[config.mk]
export PLATFORM = sky130hd
export DESIGN_NAME = regfile_mp
export DESIGN_NICKNAME = d
export VERILOG_FILES = /design/src/rtl/regfile_mp_pkg.sv /design/src/rtl/regfile_mp_sb.sv /design/src/rtl/regfile_mp.sv
export SDC_FILE = /design/constraint.sdc
export NUM_CORES = 2
export LEC_CHECK = 0
export CAP_MARGIN = 25
export CORE_ASPECT_RATIO = 0.5
export CORE_MARGIN = 2
export CORE_UTILIZATION = 55
export CTS_BUF_LIST = sky130_fd_sc_hd__clkbuf_8
export DETAILED_ROUTE_END_ITERATION = 12
export PLACE_DENSITY = 0.72
export SLEW_MARGIN = 20
export SYNTH_ARGS = -nofsm -noshare
export SYNTH_HDL_FRONTEND = slang
export SYNTH_HIERARCHICAL = 1
export SYNTH_SLANG_ARGS = --single-unit
[constraint.sdc]
create_clock -name clk -period 6.3 [get_ports clk]
set_input_delay 1.26 -clock clk [delete_from_list [all_inputs] [get_ports clk]]
set_output_delay 1.26 -clock clk [all_outputs]
set_load 0.01 [all_outputs]
[src/rtl/regfile_mp_pkg.sv]
// regfile_mp_pkg: shared constants and state type for the multiported register file.
// Holds default XLEN/NREGS/NRP/NWP and the INIT/RUN state enum.
package regfile_mp_pkg;

    localparam int XLEN_DEF  = 32;
    localparam int NREGS_DEF = 32;
    localparam int NRP_DEF   = 2;
    localparam int NWP_DEF   = 1;

    typedef enum logic {
        INIT,
        RUN
    } rf_state_t;

endpackage

[src/rtl/regfile_mp_sb.sv]
// regfile_mp_sb: per-register busy scoreboard with read-port busy lookup.
// Ports: clk, reset (sync, active high), run, we/wa (write clears),
//   rsv_en/rsv_addr (reserve sets), ra (read addrs), rd_busy (per read port).
// Optional REGFILE_MP_BYPASS_EN: a same-cycle write to a read address masks its busy bit.
module regfile_mp_sb
    import regfile_mp_pkg::*;
#(
    parameter int NREGS = NREGS_DEF,
    parameter int NRP   = NRP_DEF,
    parameter int NWP   = NWP_DEF,
    parameter int AW    = $clog2(NREGS)
) (
    input  logic              clk,
    input  logic              reset,
    input  logic              run,
    input  logic [NWP-1:0]    we,
    input  logic [NWP*AW-1:0] wa,
    input  logic              rsv_en,
    input  logic [AW-1:0]     rsv_addr,
    input  logic [NRP*AW-1:0] ra,
    output logic [NRP-1:0]    rd_busy
);

    logic [NREGS-1:0] busy_q;
    logic [NREGS-1:0] busy_d;

    // Clears first, then the reserve, so a same-cycle reserve wins.
    always_comb begin
        busy_d = busy_q;
        if (run) begin
            for (int k = 0; k < NWP; k++) begin
                if (we[k]) begin
                    busy_d[wa[k*AW +: AW]] = 1'b0;
                end
            end
            if (rsv_en && rsv_addr != '0) begin
                busy_d[rsv_addr] = 1'b1;
            end
        end
    end

    always_ff @(posedge clk) begin
        if (reset) begin
            busy_q <= '0;
        end else begin
            busy_q <= busy_d;
        end
    end

    always_comb begin
        rd_busy = '0;
        for (int i = 0; i < NRP; i++) begin
            if (run && ra[i*AW +: AW] != '0) begin
                rd_busy[i] = busy_q[ra[i*AW +: AW]];
`ifdef REGFILE_MP_BYPASS_EN
                // The forwarded value is the producer's result, so the
                // register is no longer pending unless re-reserved now.
                for (int k = 0; k < NWP; k++) begin
                    if (we[k] && wa[k*AW +: AW] == ra[i*AW +: AW]
                        && !(rsv_en && rsv_addr == ra[i*AW +: AW])) begin
                        rd_busy[i] = 1'b0;
                    end
                end
`endif
            end
        end
    end

endmodule

[src/rtl/regfile_mp.sv]
// regfile_mp: parametrised multiport register file with init sweep and busy scoreboard.
// Ports: clk, reset (sync, active high), ready, we/wa/wd (write ports),
//   ra/rd/rd_busy (combinational read ports), rsv_en/rsv_addr (reserve).
// Optional REGFILE_MP_BYPASS_EN: same-cycle write data forwarded to read ports.
module regfile_mp
    import regfile_mp_pkg::*;
#(
    parameter int XLEN  = XLEN_DEF,
    parameter int NREGS = NREGS_DEF,
    parameter int NRP   = NRP_DEF,
    parameter int NWP   = NWP_DEF,
    localparam int AW   = $clog2(NREGS)
) (
    input  logic                clk,
    input  logic                reset,
    output logic                ready,
    input  logic [NWP-1:0]      we,
    input  logic [NWP*AW-1:0]   wa,
    input  logic [NWP*XLEN-1:0] wd,
    input  logic [NRP*AW-1:0]   ra,
    output logic [NRP*XLEN-1:0] rd,
    output logic [NRP-1:0]      rd_busy,
    input  logic                rsv_en,
    input  logic [AW-1:0]       rsv_addr
);

    rf_state_t       state_q;
    rf_state_t       state_d;
    logic [AW-1:0]   cnt_q;
    logic [AW-1:0]   cnt_d;
    logic [XLEN-1:0] rf_q [NREGS];
    logic [XLEN-1:0] rf_d [NREGS];
    logic            run;

    assign run   = (state_q == RUN);
    assign ready = run;

    always_comb begin
        state_d = state_q;
        cnt_d   = cnt_q;
        rf_d    = rf_q;
        if (state_q == INIT) begin
            rf_d[cnt_q] = '0;
            cnt_d       = cnt_q + AW'(1);
            if (cnt_q == AW'(NREGS - 1)) begin
                state_d = RUN;
            end
        end else begin
            // Ascending order lets the highest port win a collision.
            for (int k = 0; k < NWP; k++) begin
                if (we[k] && wa[k*AW +: AW] != '0) begin
                    rf_d[wa[k*AW +: AW]] = wd[k*XLEN +: XLEN];
                end
            end
        end
    end

    always_ff @(posedge clk) begin
        if (reset) begin
            state_q <= INIT;
            cnt_q   <= '0;
        end else begin
            state_q <= state_d;
            cnt_q   <= cnt_d;
        end
    end

    // Storage has no reset; the sweep is the only thing that zeroes it.
    always_ff @(posedge clk) begin
        rf_q <= rf_d;
    end

    always_comb begin
        rd = '0;
        for (int i = 0; i < NRP; i++) begin
            if (run && ra[i*AW +: AW] != '0) begin
                rd[i*XLEN +: XLEN] = rf_q[ra[i*AW +: AW]];
`ifdef REGFILE_MP_BYPASS_EN
                for (int k = 0; k < NWP; k++) begin
                    if (we[k] && wa[k*AW +: AW] == ra[i*AW +: AW]) begin
                        rd[i*XLEN +: XLEN] = wd[k*XLEN +: XLEN];
                    end
                end
`endif
            end
        end
    end

    regfile_mp_sb #(
        .NREGS (NREGS),
        .NRP   (NRP),
        .NWP   (NWP),
        .AW    (AW)
    ) u_sb (
        .clk      (clk),
        .reset    (reset),
        .run      (run),
        .we       (we),
        .wa       (wa),
        .rsv_en   (rsv_en),
        .rsv_addr (rsv_addr),
        .ra       (ra),
        .rd_busy  (rd_busy)
    );

endmodule
==> flow_summary.json <==
{
  "setup_viol": 0,
  "root_buffer": "clkbuf_8",
  "avgSynthCellArea_um2": 12.9,
  "grt.total_usage": 0.473,
  "drt_first_pass_iters": 8,
  "dp.cells": 6062,
  "worst_slack_ps": 92.3,
  "final_core_util": 0.622,
  "fin_crit_sh": 0.985,
  "die_w_um": 475,
  "p_per_area_nw_per_um2": 267,
  "cts_buffers": 161,
  "synth_edf_count": 1024,
  "routedWlPerCell_um": 43.0,
  "areaGrowthSynthToFinish_pct": 12.3,
  "rsz0062_at_grt": "false",
  "initial_core_util": 0.554,
  "clk_pin_slew_ps": 70,
  "ir_drop_v": 0.000164,
  "synthTopCellsByCount": "1,024 x edfxtp_1, 865 x a22o_1, 334 x clkbuf_1, 273 x nand2_1, 264 x mux2i_1",
  "timing_worst_setup_path_type": "input pin to primary output",
  "grt_use_met2": 0.618,
  "clockBufferDepth": 3,
  "hp-class": "register to register",
  "wirelength_mm": 275,
  "required_ps": 5040,
  "status": "completed",
  "synth_warnings": 6,
  "drive_gt1_frac": 0.222,
  "final_area_um2": 68500,
  "seq_area_frac_synth": 0.517,
  "cts_tree": "built",
  "yosysTopAreaCell": "edfxtp_1",
  "ant_nets": 0,
  "core_um2": 110000,
  "synth_cell_types": 61,
  "clock-sinks": 1062,
  "yosysMostFrequentCell": "edfxtp_1",
  "drc": 0,
  "synthFlopType": "edfxtp_1",
  "postPlaceCellArea_um2": 65400,
  "die_area_um2": 114000,
  "start_kind": "input pin",
  "post_layout_nonfiller_instances": 6387,
  "worstSkewPairLatency_ps": 930,
  "rows": 86,
  "setup-tns-final_ps": 0,
  "num_vias": 52600,
  "cp.arrival_ps": 4950,
  "pre_cts_slack_ps": 342,
  "htreeDepth": 4,
  "async_flop_share": 0,
  "postCtsSetupBuffers": 0,
  "hold_viol": 0,
  "hpwl_mm": 172,
  "synthCells": 4730,
  "grt_use_met3": 0.294,
  "synth_area_um2": 61000,
  "antenna_found_initial": 41,
  "timing.fmax_mhz": 161,
  "grtUsageMet1": 0.597,
  "io_pins": 123,
  "die_height_um": 239,
  "synth_fp_nets": 4791,
  "cts-resized-gates": 0,
  "nets": 4793,
  "cp_max_fo": 13,
  "p_leak_nw": 26.8,
  "tightest_slew_ps": 1260,
  "layout_min_cycle_time_ps": 6210,
  "grt_pass1_vias": 48000,
  "grt.busiest_layer": "met2",
  "drtIter0Drc": 11200,
  "hold_buffers": 0,
  "grt_max_degree": 87,
  "overflow": 0,
  "drv_slew": 0,
  "fin_skew_ps": 38.8,
  "maxCapViolCount": 0,
  "max_slew_margin": 0.158,
  "avgViaCountPerCell": 8.24,
  "yosysTopAreaCellShare": 0.504,
  "ys_ff_latch": 1062,
  "grt_pass1_wl_mm": 376,
  "end_kind": "primary output",
  "ys_top_cells_by_area": "edfxtp_1 50%, a22o_1 12%, mux4_2 9.6%, mux2i_1 4.3%, mux2_2 3.6%",
  "place_congestion": 1.05,
  "io_buffer_count": 122
}
final cells by class:
type | instances | area (um^2)
timing repair buffer | 404 | 3940
tap | 1496 | 1870
fill | 8379 | 41600
inverter | 4 | 15.0
clock inverter | 118 | 624
multi-input combinational | 3099 | 28100
sequential | 1062 | 31500
clock buffer | 168 | 2310
antenna | 36 | 90.1
placed cells by master, fill, tap and decap left out, types with 12 or more instances in the layout:
cell type | synthesis | routed
a211oi_1 | 65 | 65
a21oi_1 | 78 | 59
a21oi_4 | 0 | 15
a22o_1 | 865 | 865
a22oi_1 | 184 | 184
a31oi_4 | 0 | 16
and2_1 | 38 | 28
and3_1 | 36 | 36
buf_12 | 4 | 36
buf_4 | 4 | 239
clkbuf_8 | 0 | 170
clkdlybuf4s50_1 | 0 | 116
clkinv_1 | 0 | 33
clkinv_2 | 0 | 12
dfxtp_1 | 38 | 36
diode_2 | 0 | 36
edfxtp_1 | 1024 | 1024
inv_1 | 4 | 61
mux2_2 | 196 | 196
mux2i_1 | 264 | 264
mux4_2 | 261 | 261
nand2_1 | 273 | 271
nand3_1 | 121 | 121
nand4_1 | 44 | 44
nor2_1 | 43 | 13
nor2_2 | 0 | 18
nor2_4 | 0 | 12
nor2b_1 | 77 | 71
nor3_1 | 48 | 48
o21ai_0 | 249 | 245
o22ai_1 | 68 | 68
o31ai_4 | 0 | 23
or3_1 | 33 | 33
state kept, by name (all words and copies together), names as in the netlist:
signal / count
cnt_q: 5
rf_q: 1024
u_sb/busy_q: 32
ready: 1
worst max-delay path: stages:
cell and delay [ps]:
clkdlybuf4s50_1 800, nor3b_2 110, and2_0 550, buf_4 390, a21oi_1 960, nand4_1 280, clkdlybuf4s50_1 570
report_power, final:
part           internal [mW]  switching [mW]
Combinational           1.53            1.31
Clock                   2.64            3.04
Sequential              8.92           0.838
Total                   13.1            5.19
kinds of logic after synthesis:
family	share of synthesized area
flip-flops	0.517
XOR/XNOR	0.000431
multiplexers	0.179
adder cells (fa/ha/maj)	0.00103
AND/OR/NAND/NOR	0.0640
buffers and inverters	0.0400
AO/OA/AOI/OAI	0.199
metal layers:
| layer | up-vias | routed length [um] | share of wire |
|---|---|---|---|
| met2 | 6048 | 107000 | 0.39 |
| met1 | 26000 | 94000 | 0.34 |
| li1 | 19500 | - | - |
| met3 | 1096 | 56200 | 0.20 |
| met4 | 42 | 17100 | 0.062 |
| met5 | - | 713 | 0.0026 |
through the flow:
stage,hold WS [ps],power [mW]
after floorplan,448,11.5
after global placement,477,12.4
after detailed placement,486,12.5
after CTS,495,18.0
after global routing,512,18.7
final,498,18.3
worst paths after layout:
check	from	end	slack, ps	cells past startpoint
worst min register to register	u_sb/busy_q[3]	u_sb/busy_q[3]	500	2
worst max register to register	ready	rf_q[829]	2870	4
worst min-delay path	u_sb/busy_q[3]	u_sb/busy_q[3]	500	2
worst max-delay path	ra[3]	rd[18]	90	7
Power figures use the tool's default switching activity.
